===== config.mk =====
export PLATFORM = sky130hd
export DESIGN_NAME = vga_framebuffer_arbiter
export DESIGN_NICKNAME = d
export VERILOG_FILES = /design/src/rtl/vga_framebuffer_arbiter.sv
export SDC_FILE = /design/constraint.sdc
export NUM_CORES = 1
export LEC_CHECK = 0
export CAP_MARGIN = 40
export CORE_UTILIZATION = 52
export DETAILED_ROUTE_END_ITERATION = 16
export MAX_ROUTING_LAYER = met4
export PLACE_DENSITY = 0.85
export SETUP_SLACK_MARGIN = 0.2
export SLEW_MARGIN = 15
export SYNTH_ARGS = -nofsm -noshare
export SYNTH_HDL_FRONTEND = slang
export SYNTH_SLANG_ARGS = --single-unit

===== constraint.sdc =====
create_clock -name clk -period 2.08 [get_ports clk]
set_input_delay 0.208 -clock clk [delete_from_list [all_inputs] [get_ports clk]]
set_output_delay 0.208 -clock clk [all_outputs]
set_load 0.01 [all_outputs]

===== src/rtl/vga_framebuffer_arbiter.sv =====
// Single-port framebuffer arbiter: VGA word prefetch has strict priority over a
// host read/write port; produces a registered 1 bpp pixel stream for 640x480.
module vga_framebuffer_arbiter #(
    parameter int ADDR_WIDTH     = 15,
    parameter int WORDS_PER_LINE = 40
) (
    input  logic                  clk,
    input  logic                  reset_n,
    input  logic [9:0]            x,
    input  logic [9:0]            y,
    input  logic                  blank,
    output logic [ADDR_WIDTH-1:0] mem_addr,
    output logic                  mem_we,
    output logic [15:0]           mem_wdata,
    input  logic [15:0]           mem_rdata,
    input  logic                  host_req,
    input  logic                  host_we,
    input  logic [ADDR_WIDTH-1:0] host_addr,
    input  logic [15:0]           host_wdata,
    output logic                  host_ack,
    output logic [15:0]           host_rdata,
    output logic                  pixel
);

    typedef enum logic [1:0] {
        H_IDLE,
        H_ISSUED,
        H_ACK
    } host_state_e;

    host_state_e           host_state, host_state_nxt;
    logic                  host_grant;
    logic                  host_ack_nxt;

    logic [9:0]            x_d;
    logic                  new_px;
    logic [15:0]           cur_word;
    logic [15:0]           prefetch;
    logic                  vid_pending;
    logic                  vid_inflight;
    logic [ADDR_WIDTH-1:0] vid_addr;

    logic [9:0]            word_idx;
    logic [9:0]            nl;
    logic                  word_adv;
    logic                  intra_fetch;
    logic                  nl_fetch;
    logic [ADDR_WIDTH-1:0] intra_addr;
    logic [ADDR_WIDTH-1:0] nl_addr;

    // Row base address; 40 words/line reduces to two shifts and an add.
    function automatic logic [ADDR_WIDTH-1:0] line_base(input logic [9:0] row);
        logic [ADDR_WIDTH-1:0] r;
        r = ADDR_WIDTH'(row);
        if (WORDS_PER_LINE == 40)
            return (r << 5) + (r << 3);
        else
            return r * ADDR_WIDTH'(WORDS_PER_LINE);
    endfunction

    assign new_px   = (x != x_d);
    assign word_idx = {4'd0, x[9:4]};
    assign nl       = (y == 10'd524) ? 10'd0 : y + 10'd1;

    assign word_adv    = new_px && (x[3:0] == 4'd0) && (x < 10'd640) && (y < 10'd480);
    assign intra_fetch = word_adv && (word_idx < 10'(WORDS_PER_LINE - 1));
    assign nl_fetch    = new_px && (x == 10'd784) && (nl < 10'd480);
    assign intra_addr  = line_base(y) + ADDR_WIDTH'(word_idx) + ADDR_WIDTH'(1);
    assign nl_addr     = line_base(nl);

    // Host may only take the slot when no video fetch is waiting for it.
    assign host_grant = host_req && (host_state == H_IDLE) && !vid_pending;

    always_comb begin
        host_state_nxt = host_state;
        host_ack_nxt   = 1'b0;
        case (host_state)
            H_IDLE:   if (host_grant) host_state_nxt = H_ISSUED;
            H_ISSUED: begin
                host_state_nxt = H_ACK;
                host_ack_nxt   = 1'b1;
            end
            H_ACK:    host_state_nxt = H_IDLE;
            default:  host_state_nxt = H_IDLE;
        endcase
    end

    always_ff @(posedge clk or negedge reset_n) begin
        if (!reset_n) begin
            host_state <= H_IDLE;
            host_ack   <= 1'b0;
            host_rdata <= 16'd0;
        end else begin
            host_state <= host_state_nxt;
            host_ack   <= host_ack_nxt;
            if (host_state == H_ISSUED && !host_we)
                host_rdata <= mem_rdata;
        end
    end

    // Fetch requests live for one cycle only: video always wins the next slot.
    always_ff @(posedge clk or negedge reset_n) begin
        if (!reset_n) begin
            x_d         <= 10'd0;
            vid_pending <= 1'b0;
            vid_addr    <= '0;
            cur_word    <= 16'd0;
        end else begin
            x_d         <= x;
            vid_pending <= intra_fetch || nl_fetch;
            if (intra_fetch)
                vid_addr <= intra_addr;
            else if (nl_fetch)
                vid_addr <= nl_addr;
            if (word_adv)
                cur_word <= prefetch;
        end
    end

    always_ff @(posedge clk or negedge reset_n) begin
        if (!reset_n) begin
            mem_addr     <= '0;
            mem_we       <= 1'b0;
            mem_wdata    <= 16'd0;
            vid_inflight <= 1'b0;
            prefetch     <= 16'd0;
        end else begin
            vid_inflight <= 1'b0;
            if (vid_pending) begin
                mem_addr     <= vid_addr;
                mem_we       <= 1'b0;
                vid_inflight <= 1'b1;
            end else if (host_grant) begin
                mem_addr  <= host_addr;
                mem_we    <= host_we;
                mem_wdata <= host_wdata;
            end else begin
                mem_we <= 1'b0;
            end
            if (vid_inflight)
                prefetch <= mem_rdata;
        end
    end

    // Column 0 of a word comes straight from prefetch, since cur_word loads on that edge.
    always_ff @(posedge clk or negedge reset_n) begin
        if (!reset_n)
            pixel <= 1'b0;
        else if (blank)
            pixel <= 1'b0;
        else if (x[3:0] == 4'd0)
            pixel <= prefetch[15];
        else
            pixel <= cur_word[4'd15 - x[3:0]];
    end

endmodule


# Word level (Yosys, flattened, before mapping)

Cells that the tools add are included.

Eq/ne operators: 5
Multiplexer cells: 15
$add $sub $neg: 6
Reduce and logical (&&, ||, !) cells: 17
Bitwise operators: 1
Magnitude comparators: 5

Operator list:

| cell                                                | count |
|---|---|
| two-way mux 15 bit                                  | 4 |
| adder 15 x 13 -> 15 bit                             | 2 |
| equality test 10 bit, second input constant         | 2 |
| < comparator 10 x 9 -> 1 bit, second input constant | 2 |
| adder 15 x 1 -> 15 bit, second input constant       | 1 |
| adder 15 x 6 -> 15 bit                              | 1 |
| adder 10 x 1 -> 10 bit, second input constant       | 1 |
| < comparator 10 bit, second input constant          | 1 |
| two-way mux 10 bit                                  | 1 |
| != test 10 bit                                      | 1 |
| logical AND 1 bit                                   | 9 |
| two-way mux 1 bit                                   | 7 |
| < comparator 6 bit, second input constant           | 1 |
| < comparator 4 x 5 -> 1 bit, second input constant  | 1 |
| binary-select mux 1 bit (select 4 bit)              | 1 |
| zero test 4 bit                                     | 1 |
| case mux 2 bit (2 select lines)                     | 1 |
| nonzero test 2 bit                                  | 2 |
| subtractor 4 bit, first input constant              | 1 |
| equality test 2 x 1 -> 1 bit, second input constant | 1 |
| zero test 1 bit                                     | 2 |
| zero test 2 bit                                     | 1 |
| two-way mux 2 bit                                   | 1 |
| != test 2 bit, second input constant                | 1 |
| 3 further kinds                                     | 3 |

Word-level logic and storage cells: 62
Flip-flop bits (word level): 111

# Logic depth before layout (Yosys ltp)

Gate-level depths: netlist of run 1.

Depth in word-level cells: 6
Depth in mapped cells: 14
Mapped depth without buffers: 14

# Least setup slack after synthesis of run 1

No wires, ideal clock.

Kind: in2reg
From: input y[6]
To: register vid_addr[12]
Arrival: 2.583 ns
Path buffers: 1
Data required time: 1.999 ns
Library setup time: 0.081 ns
Cell stages on the path: 11
Setup slack: -0.583 ns
Cells stage by stage: buf_6 -> or3_4 -> nor4_4 -> or2_1 -> inv_1 -> ha_1 -> a21oi_1 -> o2111ai_1 -> o21ba_2 -> or4b_4 -> o211ai_2

Cells in the longest elaborated chain, start to end: 5
Elaborated cells between the ends (all ways): 15
Those cells by class: add/sub (5); order compare (2); eq/ne (1); mux (3); reduce/logical (4)

Ends and longest elaborated chain:

| item                                                                            | RTL line | RTL |
|---|---|---|
| start: declaration                                                              | 10       | `input logic [9:0] y,` |
| parallel branches: the longest is 5 deep, another holds adder 15 x 13 -> 15 bit | -        |  |
| end signal: assignment                                                          | 112      | `vid_addr <= intra_addr;` |
| end signal: assignment                                                          | 114      | `vid_addr <= nl_addr;` |
| end: declaration                                                                | 41       | `logic [ADDR_WIDTH-1:0] vid_addr;` |

Parallel ways; which one is timed is not known. The select of a mux whose other input is x is not followed.
A chain may end at the register's enable or synchronous reset.

# Worst setup path in the final report of run 1

From: input y[0]
To: register vid_addr[12]

Same word-level chain as after synthesis.

==> flow_summary.ini, run 1 <==
[status]
outcome = finished, violations left
violations = setup timing

[die]
rows = 38
dieArea_um2 = 11700
ios = 122
dieHeight_um = 108
dieWidth_um = 108
core_area_um2 = 10900
initial_utilization_pct = 53.7

[logic_synthesis]
synthFlopType = dfrtp_1
synth_simple_gate_area_share_pct = 10.9
ys_types = 63
ys_top_cells_by_area = dfrtp_1, mux2_2, ha_1, mux2_1, a222oi_1
synth_top_area_share_pct = 47.5
syn_inst = 481
synth-compound-area-share_pct = 9.67
synth.mux.area_fraction_pct = 16.0
syn_area_per_cell_um2 = 12.2
yosysTopAreaCell = dfrtp_1
synth_xor_area_share_pct = 4.79
synth_fa_ha_area_share_pct = 7.53
async_reset_ff_share_pct = 100
yosysWarnings = 0
seq_area_frac_synth_pct = 47.5
synth_edf_count = 0
synth_nets = 587
synth_seq_cells = 111
syn_area_um2 = 5850
synth_top_family_by_area = multiplexers

[timing]
fin_crit_sh_pct = 115
fin_crit_ns = 2.39
fin_worst_skew_ns = 0.00905
tightestPinTransition_ns = 0.784
hold_viol = 0
drv_slew = 0
fmax_mhz = 418
slew_headroom_pct = 47.7
rsz0062_at_grt = yes
final-setup-viol-count = 6
setup_ws_ns = -0.313

[route]
drt-pass1-iter-count = 5
via_per_inst = 5.56
vias = 4785
drcViolationCount = 0
drt-initial-drc-count = 295
wl_per_cell_um = 18.2
wl_mm = 15.7
postRouteAntennaNets = 0

[global_route]
grtUsageTotal_pct = 28.9
grt_max_degree = 45
first_global_vias = 5134
grt_pass1_wl_mm = 25.0
overflow = 0
antenna_found_initial = 1

[final_layout]
fin_util_pct = 79.4
syn_to_final_growth_pct = 47.8
drive_above_1_share_pct = 37.2
nets = 821
final_cell_mix = dfrtp_1, clkdlybuf4s50_1, buf_4, mux2_2, ha_1
final_common_cell = dfrtp_1

[run]
maxCapViolations = 0

[power_and_ir_drop]
vdd_ir_drop_max_uv = 788
power_w = 0.00675
switching_share_pct = 30.6
power_frac_clock_pct = 19.0
power_leakage_nw = 4.04
power_density_nw_per_um2 = 781
pwr-share-seq_pct = 44.1
power_frac_comb_pct = 36.9
p_int_w = 0.00468
p_sw_w = 0.00207

[worst_setup_path]
critPathMaxStageDelay_ns = 0.53
crit_type = in2reg
crit_required_ns = 2.37
critPathCaptureType = register
path_common_cell = ha_4
cp_max_fo = 6
worstPathCellList = buf_8 > inv_4 > ha_4 > nand4_1 > nor4_4 > buf_4 > or2_1 > inv_2 > ha_4 > a21oi_4 > o2111ai_2 > o21ba_4 > or4b_4 > o211ai_2
critPathSlowestCell = or4b_4
cp-start-kind = primary input
cp.arrival_ns = 2.69

[clock_network]
clk_pin_slew_ns = 0.10
cts_buffers = 9
clock_path_buffers = 2
cts_tree = built
cts_root_buf = clkbuf_8
clock_sinks = 111
clk_latency_ns = 0.36
htree_levels = 3

[place]
place_hpwl_mm = 11.2
io_buffers = 121
place_congestion = 0.881

[hold_path]
min_path_type = in2reg
==> power groups by stage <==
stage | Combinational, W | Clock (W) | Sequential [W]
floorplan | 0.000963 | 0 | 0.00305
global placement | 0.00225 | 0 | 0.00295
detailed placement | 0.00232 | 0 | 0.00299
CTS | 0.00246 | 0.00131 | 0.00296
global route | 0.00267 | 0.00139 | 0.00304
finish | 0.00249 | 0.00128 | 0.00298
==> stage by stage <==
stage	setup WS, ns	cells	area, µm²	TNS, ns	hold WS [ns]
5_1_grt	-0.392	861	8650	-1.77	0.151
4_1_cts	-0.274	856	8540	-0.685	0.137
6_report	-0.313	861	8650	-0.952	0.161
3_5_place_dp	-1.10	823	8000	-14.79	0.242
3_3_place_gp	-0.989	822	7990	-13.49	0.237
2_1_floorplan	-0.552	481	5920	-2.68	-0.0876
==> cell families after synthesis <==
family / count (synthesis)
flops: 111
simple gates: 101
mux: 79
compound gates: 75
buf+inv: 49
fa+ha+maj: 34
xor+xnor: 32
==> synth_stat cells (all sizes together), types with 2 or more instances <==
| cell type | count |
|---|---|
| buf | 5 |
| o211ai | 5 |
| o41ai | 2 |
| fa | 2 |
| ha | 32 |
| o21ai | 8 |
| dfrtp | 111 |
| and2 | 3 |
| and4 | 4 |
| inv | 30 |
| a222oi | 15 |
| nor3 | 5 |
| o21bai | 2 |
| or3 | 3 |
| a211oi | 3 |
| nor2b | 8 |
| nand3 | 19 |
| xnor2 | 15 |
| a31oi | 3 |
| nor2 | 27 |
| nand2b | 3 |
| a31o | 3 |
| xor2 | 17 |
| nor4 | 3 |
| nand2 | 12 |
| mux2 | 64 |
| o21a | 2 |
| mux2i | 10 |
| a21o | 2 |
| a211o | 2 |
| a21oi | 21 |
| nand4 | 7 |
| nand4b | 2 |
| mux4 | 5 |
| clkbuf | 14 |
==> metal layers <==
layer  GRT usage [%]  share of wire, %  up-vias
li1                -                 -     2218
met1            34.4                41     2397
met2            49.0                52      131
met3            4.70               4.0       39
met4            11.7               3.4        0
met5               -                 0        -
==> cell type report <==
cell class | count | area (µm²)
inverter | 30 | 118
clock inverter | 4 | 36.3
multi-input combinational | 321 | 3160
clock buffer | 12 | 165
timing repair buffer | 242 | 2210
sequential | 111 | 2780
tap | 140 | 175
fill | 622 | 2240
antenna | 1 | 2.50
==> timing repair <==
item / in CTS / in global routing
gates cloned: 1 / 1
resized for setup: 92 / 19
endpoints found under the setup margin: 33 / 31
hold buffers: 1 / 0
buffers inserted: 15 / 3
pin swaps: 39 / 19
endpoints found under the hold margin: 42 / 0
==> registers in the layout, summed over array words and instances (netlist names) <==
| name | flops |
|---|---|
| x_d | 10 |
| mem_wdata | 16 |
| vid_addr | 15 |
| cur_word | 16 |
| vid_pending | 1 |
| vid_inflight | 1 |
| mem_we | 1 |
| pixel | 1 |
| prefetch | 16 |
| host_ack | 1 |
| mem_addr | 15 |
| host_state | 2 |
| host_rdata | 16 |
==> path summary, 6_finish.rpt <==
check,from,endpoint,slack [ns],cells past startpoint
worst min-delay path,x[8],x_d[8],0.16,1
min in group asynchronous,reset_n,mem_wdata[12],0.37,2
max in group asynchronous,reset_n,host_rdata[13],1.06,3
worst max register to register,x_d[1],vid_addr[14],0.05,8
worst min register to register,host_state[1],host_state[1],0.47,1
worst max-delay path,y[0],vid_addr[12],-0.31,14
==> critical path, delay by kind of cell <==
kind            cells  cell delay, ns
simple gates        4            1.09
compound gates      4            0.62
buf+inv             4            0.41
fa+ha+maj           2            0.35
Note: power is estimated with default switching activity, not from simulation.
==> run 2, diff against run 1 <==
CTS_CLUSTER_DIAMETER = 30   (was unset)
==> results of run 2 <==
Final layout, timing and power as in run 1 (identical DEF).
==> run 3, diff against run 2 <==
CELL_PAD_IN_SITES_DETAIL_PLACEMENT = 0   (was unset)
CELL_PAD_IN_SITES_GLOBAL_PLACEMENT = 1   (was unset)
CORE_UTILIZATION = 41   (was 52)
PLACE_DENSITY = 0.84   (was 0.85)
==> run 3 against run 2 <==
Against the previous run:
- the flow still finishes with violations (setup timing)
- clock power increased by 33%
- cell area is 2.1% higher
- via count is 2.1% lower
- utilization is 16 points lower
- critical endpoint unchanged
- largest cell class unchanged
- largest power group unchanged
==> flow_summary.ini, run 3 (same netlist as run 1, synthesis figures left out) <==
[power_and_ir_drop]
power_frac_comb_pct = 34.6
power_density_nw_per_um2 = 809
p_int_w = 0.00507
pwr-share-seq_pct = 41.6
vdd_ir_drop_max_uv = 747
p_sw_w = 0.00206
power_frac_clock_pct = 23.8
switching_share_pct = 28.9
power_leakage_nw = 4.07

[worst_setup_path]
path_common_cell = buf_6
timing.rr.start = x_d[0]
cp_max_fo = 6
critPathSlowestCell = or4b_4
crit_start = y[6]
worstPathCellList = buf_6 > or3_4 > nor4_4 > buf_6 > and2b_4 > ha_4 > a21oi_4 > o2111ai_2 > o21ba_2 > or4b_4 > o211ai_2
cp-start-kind = primary input
cp.arrival_ns = 2.69
critPathCaptureType = register
critPathMaxStageDelay_ns = 0.48
crit_type = in2reg
crit_required_ns = 2.34

[clock_network]
htree_levels = 3
cts_buffers = 9
cts_tree = built
cts_root_buf = clkbuf_16
clock_sinks = 111
clock_path_buffers = 2
clk_pin_slew_ns = 0.07
clk_latency_ns = 0.35

[timing]
fin_crit_sh_pct = 117
fin_crit_ns = 2.43
slew_headroom_pct = 53.3
fin_worst_skew_ns = 0.00705
drv_slew = 0
final-setup-viol-count = 7
rsz0062_at_grt = yes
setup_ws_ns = -0.349
tightestPinTransition_ns = 0.701
timing.hold.ws_ns = 0.119
fmax_mhz = 412
hold_viol = 0

[hold_path]
worstHoldStart = x[3]
min_path_type = in2reg

[route]
via_per_inst = 5.23
vias = 4683
drcViolationCount = 0
drt-initial-drc-count = 189
wl_per_cell_um = 17.0
wl_mm = 15.2
postRouteAntennaNets = 0
drt-pass1-iter-count = 5

[final_layout]
design_area_um2 = 8820
final_common_cell = dfrtp_1
drive_above_1_share_pct = 37.3
nFillCells = 1092
final_cell_mix = dfrtp_1, clkdlybuf4s50_1, buf_4, mux2_2, ha_1
nets = 816
fin_util_pct = 63.6
multiInputGateArea_um2 = 3190
syn_to_final_growth_pct = 50.9
regArea_um2 = 2780

[place]
place_congestion = 0.917
io_buffers = 121
place_hpwl_mm = 11.4
place_area_um2 = 8010

[global_route]
first_global_vias = 5032
antenna_found_initial = 1
grt_max_degree = 47
grt_pass1_wl_mm = 25.0
grtUsageTotal_pct = 22.8
overflow = 0

[die]
rows = 43
ios = 122
dieWidth_um = 121
dieHeight_um = 121
core_area_um2 = 13900
dieArea_um2 = 14700
initial_utilization_pct = 42.1

[run]
maxCapViolations = 0

[status]
outcome = finished, violations left
violations = setup timing
==> run 3: changes by cell type in the layout (fill, tap and decap cells not counted), moves of 2 or more <==
| cell | previous run | this run |
|---|---|---|
| clkbuf_8 | 12 | 0 |
| mux2i_2 | 2 | 0 |
| o21ai_0 | 4 | 2 |
| clkbuf_16 | 0 | 10 |
| nor2_4 | 0 | 2 |
| buf_4 | 103 | 96 |
| nor2_1 | 22 | 20 |
| ha_4 | 4 | 6 |
| clkdlybuf4s15_2 | 2 | 0 |
| o21ai_1 | 3 | 5 |
| inv_4 | 2 | 4 |
==> run 3: worst max-delay path: cells and delay by family <==
| kind | cells | cell delay, ns |
|---|---|---|
| simple gates | 4 | 1.37 |
| buf+inv | 2 | 0.26 |
| compound gates | 4 | 0.63 |
| fa+ha+maj | 1 | 0.22 |
==> run 3: area by class of cell <==
type | instances | share of cell area, %
tap | 180 | 2.55
sequential | 111 | 31.5
timing repair buffer | 237 | 25.1
multi-input combinational | 321 | 36.2
antenna | 1 | 0.0284
inverter | 30 | 1.39
clock inverter | 6 | 0.780
clock buffer | 9 | 2.55
==> run 3: layer usage <==
layer / global-route usage (%) / part of all wire (%) / vias up
met3: 4.98 / 4.3 / 25
met1: 27.4 / 42 / 2339
met5: - / 0 / -
li1: - / - / 2213
met4: 6.17 / 2.1 / 0
met2: 38.6 / 52 / 106
==> run 3: through the flow <==
step	setup WS [ns]	power [W]	setup TNS (ns)	cells
after floorplan	-0.552	0.00402	-2.68	481
after global placement	-0.995	0.00521	-14.10	857
after detailed placement	-1.13	0.00530	-15.42	858
after CTS	-0.378	0.00715	-1.09	887
after global routing	-0.414	0.00755	-2.08	895
final	-0.349	0.00714	-1.50	895
==> run 3: final timing paths <==
path                            endpoint  slack [ns]  cells after the start
hold reg to reg            host_state[1]        0.46                      1
hold / removal                    x_d[3]        0.12                      1
setup reg to reg            vid_addr[12]        0.11                      6
setup / recovery            vid_addr[12]       -0.35                     11
max in group asynchronous    mem_addr[3]        1.05                      3
min in group asynchronous  mem_wdata[11]        0.42                      2
==> run 3: power by group through the flow <==
stage                     clock network, W  logic, W  registers (W)
after floorplan                          0  0.000963        0.00305
after global placement                   0   0.00225        0.00296
after detailed placement                 0   0.00231        0.00300
after CTS                          0.00175   0.00243        0.00297
after global routing               0.00185   0.00267        0.00303
final                              0.00170   0.00247        0.00297
==> run 3: repair_timing <==
| item | in CTS | in global routing |
|---|---|---|
| gates cloned | 5 | 0 |
| pin swaps | 41 | 31 |
| gates resized for setup | 107 | 23 |
| hold endpoints to repair | 44 | 0 |
| endpoints found under the setup margin | 33 | 31 |
| setup buffers | 8 | 7 |
| hold buffers | 1 | 0 |
